File: src/rtl/store_buffer.sv
// Store buffer: holds stores in program order from allocation to ROB commit,
// drains committed stores to the D-cache and forwards bytes to younger loads.
module store_buffer #(
  parameter int DEPTH  = 8,
  parameter int XLEN   = 32,
  parameter int MASK_W = XLEN / 8,
  parameter int TAG_W  = 5
) (
  input  logic              clk,
  input  logic              rst_n,
  input  logic              flush,
  input  logic              alloc_valid,
  input  logic [XLEN-1:0]   alloc_addr,
  input  logic [XLEN-1:0]   alloc_data,
  input  logic [MASK_W-1:0] alloc_mask,
  input  logic [TAG_W-1:0]  alloc_rob_tag,
  input  logic              alloc_nonidem,
  output logic              sb_full,
  output logic              sb_empty,
  input  logic              commit_valid,
  input  logic [TAG_W-1:0]  commit_rob_tag,
  input  logic [XLEN-1:0]   find_addr,
  input  logic [MASK_W-1:0] find_mask,
  output logic              fwd_hit,
  output logic [XLEN-1:0]   fwd_data,
  output logic [MASK_W-1:0] fwd_mask,
  output logic              nonidem_exists,
  output logic              mem_req_valid,
  input  logic              mem_req_ready,
  output logic [XLEN-1:0]   mem_req_addr,
  output logic [XLEN-1:0]   mem_req_data,
  output logic [MASK_W-1:0] mem_req_mask
);

  localparam int PW = $clog2(DEPTH);
  localparam int CW = PW + 1;

  logic [PW-1:0]     head_q, head_d, cmt_ptr_q, cmt_ptr_d, tail_q, tail_d;
  logic [CW-1:0]     count_q, count_d, cmt_count_q, cmt_count_d;
  logic [DEPTH-1:0]  valid_q, valid_d, cmt_q, cmt_d;

  logic [XLEN-1:0]   addr_q [DEPTH];
  logic [XLEN-1:0]   data_q [DEPTH];
  logic [MASK_W-1:0] mask_q [DEPTH];
  logic [TAG_W-1:0]  tag_q  [DEPTH];
  logic [DEPTH-1:0]  nonidem_q;

  logic do_alloc, do_commit, do_pop;
  logic [XLEN-1:0]   fwd_data_c;
  logic [MASK_W-1:0] fwd_mask_c;

  // Only word-granular address bits take part in the forward match.
  logic unused_find_lsb;
  assign unused_find_lsb = ^find_addr[1:0];

  assign sb_full        = (count_q == CW'(DEPTH));
  assign sb_empty       = (count_q == '0);
  assign mem_req_valid  = (cmt_count_q != '0);
  assign mem_req_addr   = mem_req_valid ? addr_q[head_q] : '0;
  assign mem_req_data   = mem_req_valid ? data_q[head_q] : '0;
  assign mem_req_mask   = mem_req_valid ? mask_q[head_q] : '0;
  assign nonidem_exists = |(valid_q & nonidem_q);

  assign do_alloc  = alloc_valid & ~sb_full & ~flush;
  assign do_commit = commit_valid & (cmt_count_q < count_q) &
                     (commit_rob_tag == tag_q[cmt_ptr_q]);
  assign do_pop    = mem_req_valid & mem_req_ready;

  // Commit is resolved first so a same-cycle flush keeps the newly committed entry.
  always_comb begin
    valid_d     = valid_q;
    cmt_d       = cmt_q;
    head_d      = head_q;
    cmt_ptr_d   = cmt_ptr_q;
    tail_d      = tail_q;
    count_d     = count_q;
    if (do_pop) begin
      valid_d[head_q] = 1'b0;
      cmt_d[head_q]   = 1'b0;
      head_d          = head_q + PW'(1);
    end
    if (do_commit) begin
      cmt_d[cmt_ptr_q] = 1'b1;
      cmt_ptr_d        = cmt_ptr_q + PW'(1);
    end
    cmt_count_d = cmt_count_q + CW'(do_commit) - CW'(do_pop);
    if (flush) begin
      tail_d  = cmt_ptr_d;
      count_d = cmt_count_d;
      valid_d = valid_d & cmt_d;
    end else begin
      if (do_alloc) begin
        valid_d[tail_q] = 1'b1;
        cmt_d[tail_q]   = 1'b0;
        tail_d          = tail_q + PW'(1);
      end
      count_d = count_q + CW'(do_alloc) - CW'(do_pop);
    end
  end

  always_ff @(posedge clk or negedge rst_n) begin
    if (!rst_n) begin
      head_q      <= '0;
      cmt_ptr_q   <= '0;
      tail_q      <= '0;
      count_q     <= '0;
      cmt_count_q <= '0;
      valid_q     <= '0;
      cmt_q       <= '0;
    end else begin
      head_q      <= head_d;
      cmt_ptr_q   <= cmt_ptr_d;
      tail_q      <= tail_d;
      count_q     <= count_d;
      cmt_count_q <= cmt_count_d;
      valid_q     <= valid_d;
      cmt_q       <= cmt_d;
    end
  end

  // Payload storage is qualified by valid_q, so it needs no reset.
  always_ff @(posedge clk) begin
    if (do_alloc) begin
      addr_q[tail_q]    <= alloc_addr;
      data_q[tail_q]    <= alloc_data;
      mask_q[tail_q]    <= alloc_mask;
      tag_q[tail_q]     <= alloc_rob_tag;
      nonidem_q[tail_q] <= alloc_nonidem;
    end
  end

  // Walk oldest to youngest so younger matching stores overwrite older bytes.
  always_comb begin
    logic [PW-1:0] idx;
    idx        = '0;
    fwd_data_c = '0;
    fwd_mask_c = '0;
    for (int k = 0; k < DEPTH; k++) begin
      idx = head_q + PW'(k);
      if (valid_q[idx] && (addr_q[idx][XLEN-1:2] == find_addr[XLEN-1:2])) begin
        for (int b = 0; b < MASK_W; b++) begin
          if (mask_q[idx][b] && find_mask[b]) begin
            fwd_data_c[8*b +: 8] = data_q[idx][8*b +: 8];
            fwd_mask_c[b]        = 1'b1;
          end
        end
      end
    end
  end

  assign fwd_data = fwd_data_c;
  assign fwd_mask = fwd_mask_c;
  assign fwd_hit  = |fwd_mask_c;

endmodule

File: config.mk
export PLATFORM = sky130hd
export DESIGN_NAME = store_buffer
export DESIGN_NICKNAME = d
export VERILOG_FILES = /design/src/rtl/store_buffer.sv
export SDC_FILE = /design/constraint.sdc
export NUM_CORES = 2
export LEC_CHECK = 0
export ABC_CLOCK_PERIOD_IN_PS = 14400
export BUFFER_PORTS_ARGS = -buffer_cell sky130_fd_sc_hd__buf_4
export CAP_MARGIN = 20
export CORE_MARGIN = 4
export CORE_UTILIZATION = 55
export CTS_BUF_LIST = sky130_fd_sc_hd__clkbuf_8 sky130_fd_sc_hd__clkbuf_16
export CTS_CLUSTER_DIAMETER = 50
export DETAILED_ROUTE_END_ITERATION = 16
export PLACE_DENSITY_LB_ADDON = 0.05
export SLEW_MARGIN = 10
export SYNTH_ARGS = -nofsm -noshare
export SYNTH_HDL_FRONTEND = slang
export SYNTH_SLANG_ARGS = --single-unit
File: constraint.sdc
create_clock -name clk -period 14.4 [get_ports clk]
set_input_delay 2.16 -clock clk [delete_from_list [all_inputs] [get_ports clk]]
set_output_delay 2.16 -clock clk [all_outputs]
set_load 0.005 [all_outputs]
### Yosys cells after proc, flatten, opt, wreduce, memory -nomap -nowiden

Memory sizes are Yosys's and may differ from the RTL's.
Cells that the tools add are included.

| word-level totals | value |
|---|---|
| register bits | 41 |
| RAM bits | 584 |
| bits of input ports | 121 |
| output and inout bits | 109 |
| memories | 4 |

Memories:

| name | words | bits a word | read ports | clocked after Yosys merged registers in | write ports | line | RTL |
|---|---|---|---|---|---|---|---|
| addr_q | 8 | 32 | 8 | 0 | 1 | 42 | `logic [XLEN-1:0] addr_q [DEPTH];` |
| data_q | 8 | 32 | 8 | 0 | 1 | 43 | `logic [XLEN-1:0] data_q [DEPTH];` |
| tag_q | 8 | 5 | 1 | 0 | 1 | 45 | `logic [TAG_W-1:0] tag_q [DEPTH];` |
| mask_q | 8 | 4 | 8 | 0 | 1 | 44 | `logic [MASK_W-1:0] mask_q [DEPTH];` |

| operators by class | value |
|---|---|
| add/sub/neg operators | 13 |
| order comparisons | 14 |
| equality and inequality tests | 10 |
| multiplexer cells | 119 |
| bitwise logic cells | 16 |
| reduce and logical (&&, ||, !) cells | 48 |

Operators by type and width:

| cell | number |
|---|---|
| $mux W32 | 10 |
| $mux W8 | 39 |
| $eq A30 B30 Y1 | 8 |
| $mux W1 | 45 |
| $logic_and A1 B1 Y1 | 43 |
| $and A8 B8 Y8 | 5 |
| $lt A3 B4 Y1 const B | 10 |
| $mux W4 | 10 |
| $bmux W1 S3 | 8 |
| $not A8 Y8 | 2 |
| $or A8 B8 Y8 | 2 |
| $add A3 B3 Y3 const B | 4 |
| $add A3 B1 Y3 const B | 3 |
| $demux W1 S3 | 3 |
| $ge A3 B1 Y1 const B | 3 |
| $mux W3 | 3 |
| $add A4 B1 Y4 | 2 |
| $bwmux W8 | 1 |
| $reduce_or A8 Y1 | 1 |
| $sub A4 B1 Y4 | 2 |
| $add A3 B2 Y3 const B | 2 |
| $and A1 B1 Y1 | 5 |
| $eq A5 B5 Y1 | 1 |
| $eq A4 B4 Y1 const B | 1 |
| 6 further kinds | 7 |

### Longest topological paths before layout

| logic depth | value |
|---|---|
| depth in word-level cells | 19 |
| gate-level depth with buffers | 26 |
| mapped depth without buffers | 14 |

### Worst setup path before layout

OpenSTA, ideal clock, no wires.

| path | value |
|---|---|
| path kind | input to register |
| start point | input port alloc_valid |
| end point | memory addr_q[0][0] (enable) |
| library setup time | 0.602 ns |
| data arrival time | 7.754 ns |
| data required time | 13.798 ns |
| slack | 6.045 ns |
| cell stages on the path | 3 |
| path buffers | 0 |
| cells stage by stage | nand2_1 -> or3_1 -> nor3_1 |

| between the ends | value |
|---|---|
| longest elaborated chain between the ends | 4 |

RTL lines:

| what | line | RTL |
|---|---|---|
| start: declaration | 12 | `input logic alloc_valid,` |
| $and A1 B1 Y1 (2 in a row) | 64 | `assign do_alloc = alloc_valid & ~sb_full & ~flush;` |
| $mux W1 | 123 | `if (do_alloc) begin` |
| $mux W1 (implied by the code) | 124 | `addr_q[tail_q] <= alloc_addr;` |
| end: declaration | 42 |  |

Every way passes these cells.

### Worst setup path in the final report

| path | value |
|---|---|
| start point | register head_q[2] |
| end point | output port fwd_data[7] |

| between the ends | value |
|---|---|
| longest elaborated chain between the ends | 18 |
| elaborated cells on any way between the ends | 66 |
| those cells by class | add/sub (7); eq/ne (8); mux (32); reduce/logical (16); memory (3) |

RTL lines:

| what | line | RTL |
|---|---|---|
| start: declaration | 38 | `logic [PW-1:0] head_q, head_d, cmt_ptr_q, cmt_ptr_d, tail_q, tail_d;` |
| start signal: assignment | 103 | `head_q <= '0;` |
| start signal: assignment | 111 | `head_q <= head_d;` |
| branches (longest 17 deep; another with $mem_v2 Z8 W32) | - |  |
| $mux W32 * | 140 | `if (valid_q[idx] && (addr_q[idx][XLEN-1:2] == find_addr[XLEN-1:2])) begin` |
| end: declaration | 25 | `output logic [XLEN-1:0] fwd_data,` |

Mark *: on every way between the ends. The select of a mux whose other input is x is not followed.

==> impl_metrics.py <==
metrics = {
    "drt": {
        "wirelength_mm": 176.0,
        "dr.pass1.iters": 8,
        "drt-initial-drc-count": 5567,
        "avgRoutedWirePerCell_um": 34.20,
        "num_vias": 38530,
        "drc": 0,
        "via_per_inst": 7.487,
        "ant_nets": 0,
    },
    "critical_path": {
        "critPathArrivalTime_ns": 8.86,
        "critical_path_required_ns": 12.24,
        "cp_max_fo": 56,
        "end_kind": "primary output",
        "critPathKind": "reg -> out",
        "critPathLaunchType": "register",
    },
    "synthesis": {
        "syn_area_um2": 49490,
        "synth_seq_cells": 625,
        "async_reset_ff_share_pct": 5.280,
        "synth_warnings": 0,
        "synth_edf_count": 592,
        "syn_avg_cell_area_um2": 12.83,
        "syn_nets": 4001,
        "synth_cell_type_count": 96,
        "yosysSeqAreaShare_pct": 37.59,
        "syn_inst": 3856,
        "synth_ff_type": "edfxtp_1",
    },
    "flow_run": {
        "maxCapViolations": 0,
    },
    "die": {
        "die_area_um2": 94840,
        "num_rows": 109,
        "die_h_um": 308.0,
        "start_util_pct": 55.74,
        "dieWidth_um": 308.0,
        "io_pins": 230,
        "coreArea_um2": 88780,
    },
    "cts": {
        "root_buffer": "clkbuf_16",
        "cts_buffer_depth": 3,
        "cts_tree": "built",
        "holdBufCountCts": 0,
        "cts_setup_buffers": 0,
        "htree_levels": 3,
        "clkSlewWorstSetupHoldPaths_ns": 0.06,
        "cts_resized": 0,
        "clkLatencyLatePin_ns": 0.67,
        "numCtsBuffers": 87,
        "clock-sinks": 625,
    },
    "place": {
        "gp_congestion": 1.002,
        "dpl-instance-area_um2": 51260,
        "dp_hpwl_mm": 118.6,
        "dp.cells": 4975,
        "port_buffers": 227,
    },
    "global_route": {
        "overflow": 0,
        "grt_pass1_vias": 37080,
        "grt_max_degree": 161,
        "grt_antenna_before_repair": 21,
        "grt_use_total_pct": 36.71,
        "grt_pass1_wl_mm": 256.1,
    },
    "layout": {
        "stdcell_count": 5147,
        "fill_cells": 6792,
        "drive_gt1_share_pct": 28.98,
        "areaGrowthSynthToFinish_pct": 9.684,
        "num-nets-final": 4044,
        "fin_area_um2": 54280,
    },
    "sta": {
        "fin_setup_tns_ns": 0,
        "setup_viol": 0,
        "slew_viol_final": 0,
        "worstMarginPinSlew_ns": 1.177,
        "finalCritPeriodShare_pct": 76.54,
        "period_minus_slack_ns": 11.02,
        "rsz0062_at_grt": "false",
        "finClkSkew_ns": 0.02392,
        "hold_viol": 0,
        "slew_headroom_pct": 21.51,
        "max_freq_ghz": 0.09073,
    },
    "power": {
        "power_density_nw_per_um2": 254.8,
        "finalPower_mw": 13.83,
        "p_leak_nw": 19.06,
        "vdd_drop_max_uv": 450.4,
    },
    "min_path": {
        "min_path_type": "reg -> reg",
    },
    "outcome": {
        "outcome": "finished, final reports clean",
    },
}
-- logic make-up (layout without fill, tap and decap cells) --
group,Yosys count,in the layout,synth area share [%]
flip-flops,625,625,37.59
adder cells (fa/ha/maj),24,24,0.6371
AO/OA/AOI/OAI,520,520,7.727
buffers and inverters,393,505,4.690
XOR/XNOR,245,245,4.382
AND/OR/NAND/NOR,1024,1024,9.588
multiplexers,1025,1025,35.38
other,0,14,0
-- layer usage --
layer	track usage, %	wire length (um)	vias up
li1	-	-	15630
met1	50.97	66130	19650
met2	56.61	80430	2796
met3	9.105	21790	451
met4	13.83	7598	12
met5	0	68	-
-- state kept, by name, summed over array words and instances (netlist names) --
register and cells:
tail_q 3, head_q 3, cmt_q 8, addr_q 256
nonidem_q 8, cmt_ptr_q 3, mask_q 32, count_q 4
valid_q 8, tag_q 40, cmt_count_q 4, data_q 256
-- final timing paths --
kind                       depth (start not counted)                    end                    from  slack (ns)
setup / recovery                                  13            fwd_data[7]   head_q[2]$_DFFE_PN0P_        3.38
setup reg to reg                                  13   count_q[2]$_DFF_PN0_  cmt_ptr_q[0]$_DFF_PN0_       10.21
min in group asynchronous                          1  tail_q[0]$_DFFE_PN0P_                   rst_n        1.44
hold reg to reg                                    2     cmt_q[5]$_DFF_PN0_      cmt_q[5]$_DFF_PN0_        0.53
max in group asynchronous                          1  head_q[0]$_DFFE_PN0P_                   rst_n       12.63
hold / removal                                     2     cmt_q[5]$_DFF_PN0_      cmt_q[5]$_DFF_PN0_        0.53
-- report_power, final --
part	switching (mW)	internal, mW	leakage, nW
clock	0.860	1.34	1.49
combinational	5.36	3.94	11.8
sequential	0.208	2.12	5.77
total	6.43	7.40	19.1
-- Yosys cell counts (all sizes together) (19+ instances only) --
| cell | instances | area share, % |
|---|---|---|
| nand2 | 594 | 4.5 |
| edfxtp | 592 | 36 |
| mux4 | 571 | 26 |
| mux2i | 387 | 7.9 |
| buf | 241 | 3.5 |
| xnor2 | 224 | 4.0 |
| a21oi | 121 | 1.2 |
| nor2 | 114 | 0.86 |
| clkbuf | 97 | 0.74 |
| mux2 | 67 | 1.5 |
| nor3 | 60 | 0.63 |
| nand3 | 53 | 0.54 |
| inv | 49 | 0.37 |
| nor4 | 49 | 0.65 |
| o22ai | 49 | 0.62 |
| a22oi | 48 | 0.73 |
| o21ai | 37 | 0.37 |
| nand4 | 35 | 0.51 |
| dfrtp | 33 | 1.7 |
| a311o | 32 | 0.65 |
| a221oi | 30 | 0.56 |
| o221ai | 29 | 0.51 |
| a311oi | 22 | 0.39 |
| ha | 22 | 0.56 |
| xor2 | 21 | 0.40 |
| and2 | 19 | 0.24 |
| nor2b | 19 | 0.24 |
-- placed cells by master, fill, tap and decap left out, drive strengths merged, types with 53 or more instances in the layout --
master	count
mux2	67
edfxtp	592
mux4	571
nor2	114
a21oi	121
clkbuf	93
nor3	60
mux2i	387
nand3	53
nand2	594
buf	292
xnor2	224
inv	77
-- critical path, stage by stage (launching register included) --
cell and delay [ns]:
dfrtp_4 1.03, inv_2 0.51, ha_4 0.86, buf_4 0.86, mux4_2 0.60, mux2i_1 0.23
xnor2_1 0.16, nor4_1 0.67, nand4_1 0.92, nor4b_4 1.24, nand2_1 0.13, a311oi_1 0.40
o221ai_1 0.23, buf_4 0.20
-- layout make-up --
class | count | area [um^2] | share of cell area (%)
multi-input cells | 2838 | 28710 | 52.89
diodes | 14 | 35.03 | 0.06454
inverters | 55 | 209.0 | 0.3850
clock buffers | 93 | 2305 | 4.246
clock inverters | 65 | 680.7 | 1.254
flip-flops and latches | 625 | 18610 | 34.29
repair buffers | 292 | 2267 | 4.177
well taps | 1165 | 1458 | 2.686
-- per-stage QoR --
step                utilization [%]  setup WS [ns]  hold WS [ns]
CTS                           61.10          3.518        0.5277
detailed placement            57.73          4.228        0.5148
global route                  61.11          3.130        0.5538
floorplan                         -          6.045        0.4723
global placement              57.73          4.273        0.4987
finish                        61.14          3.379        0.5280
Note: power is estimated with default switching activity, not from simulation.
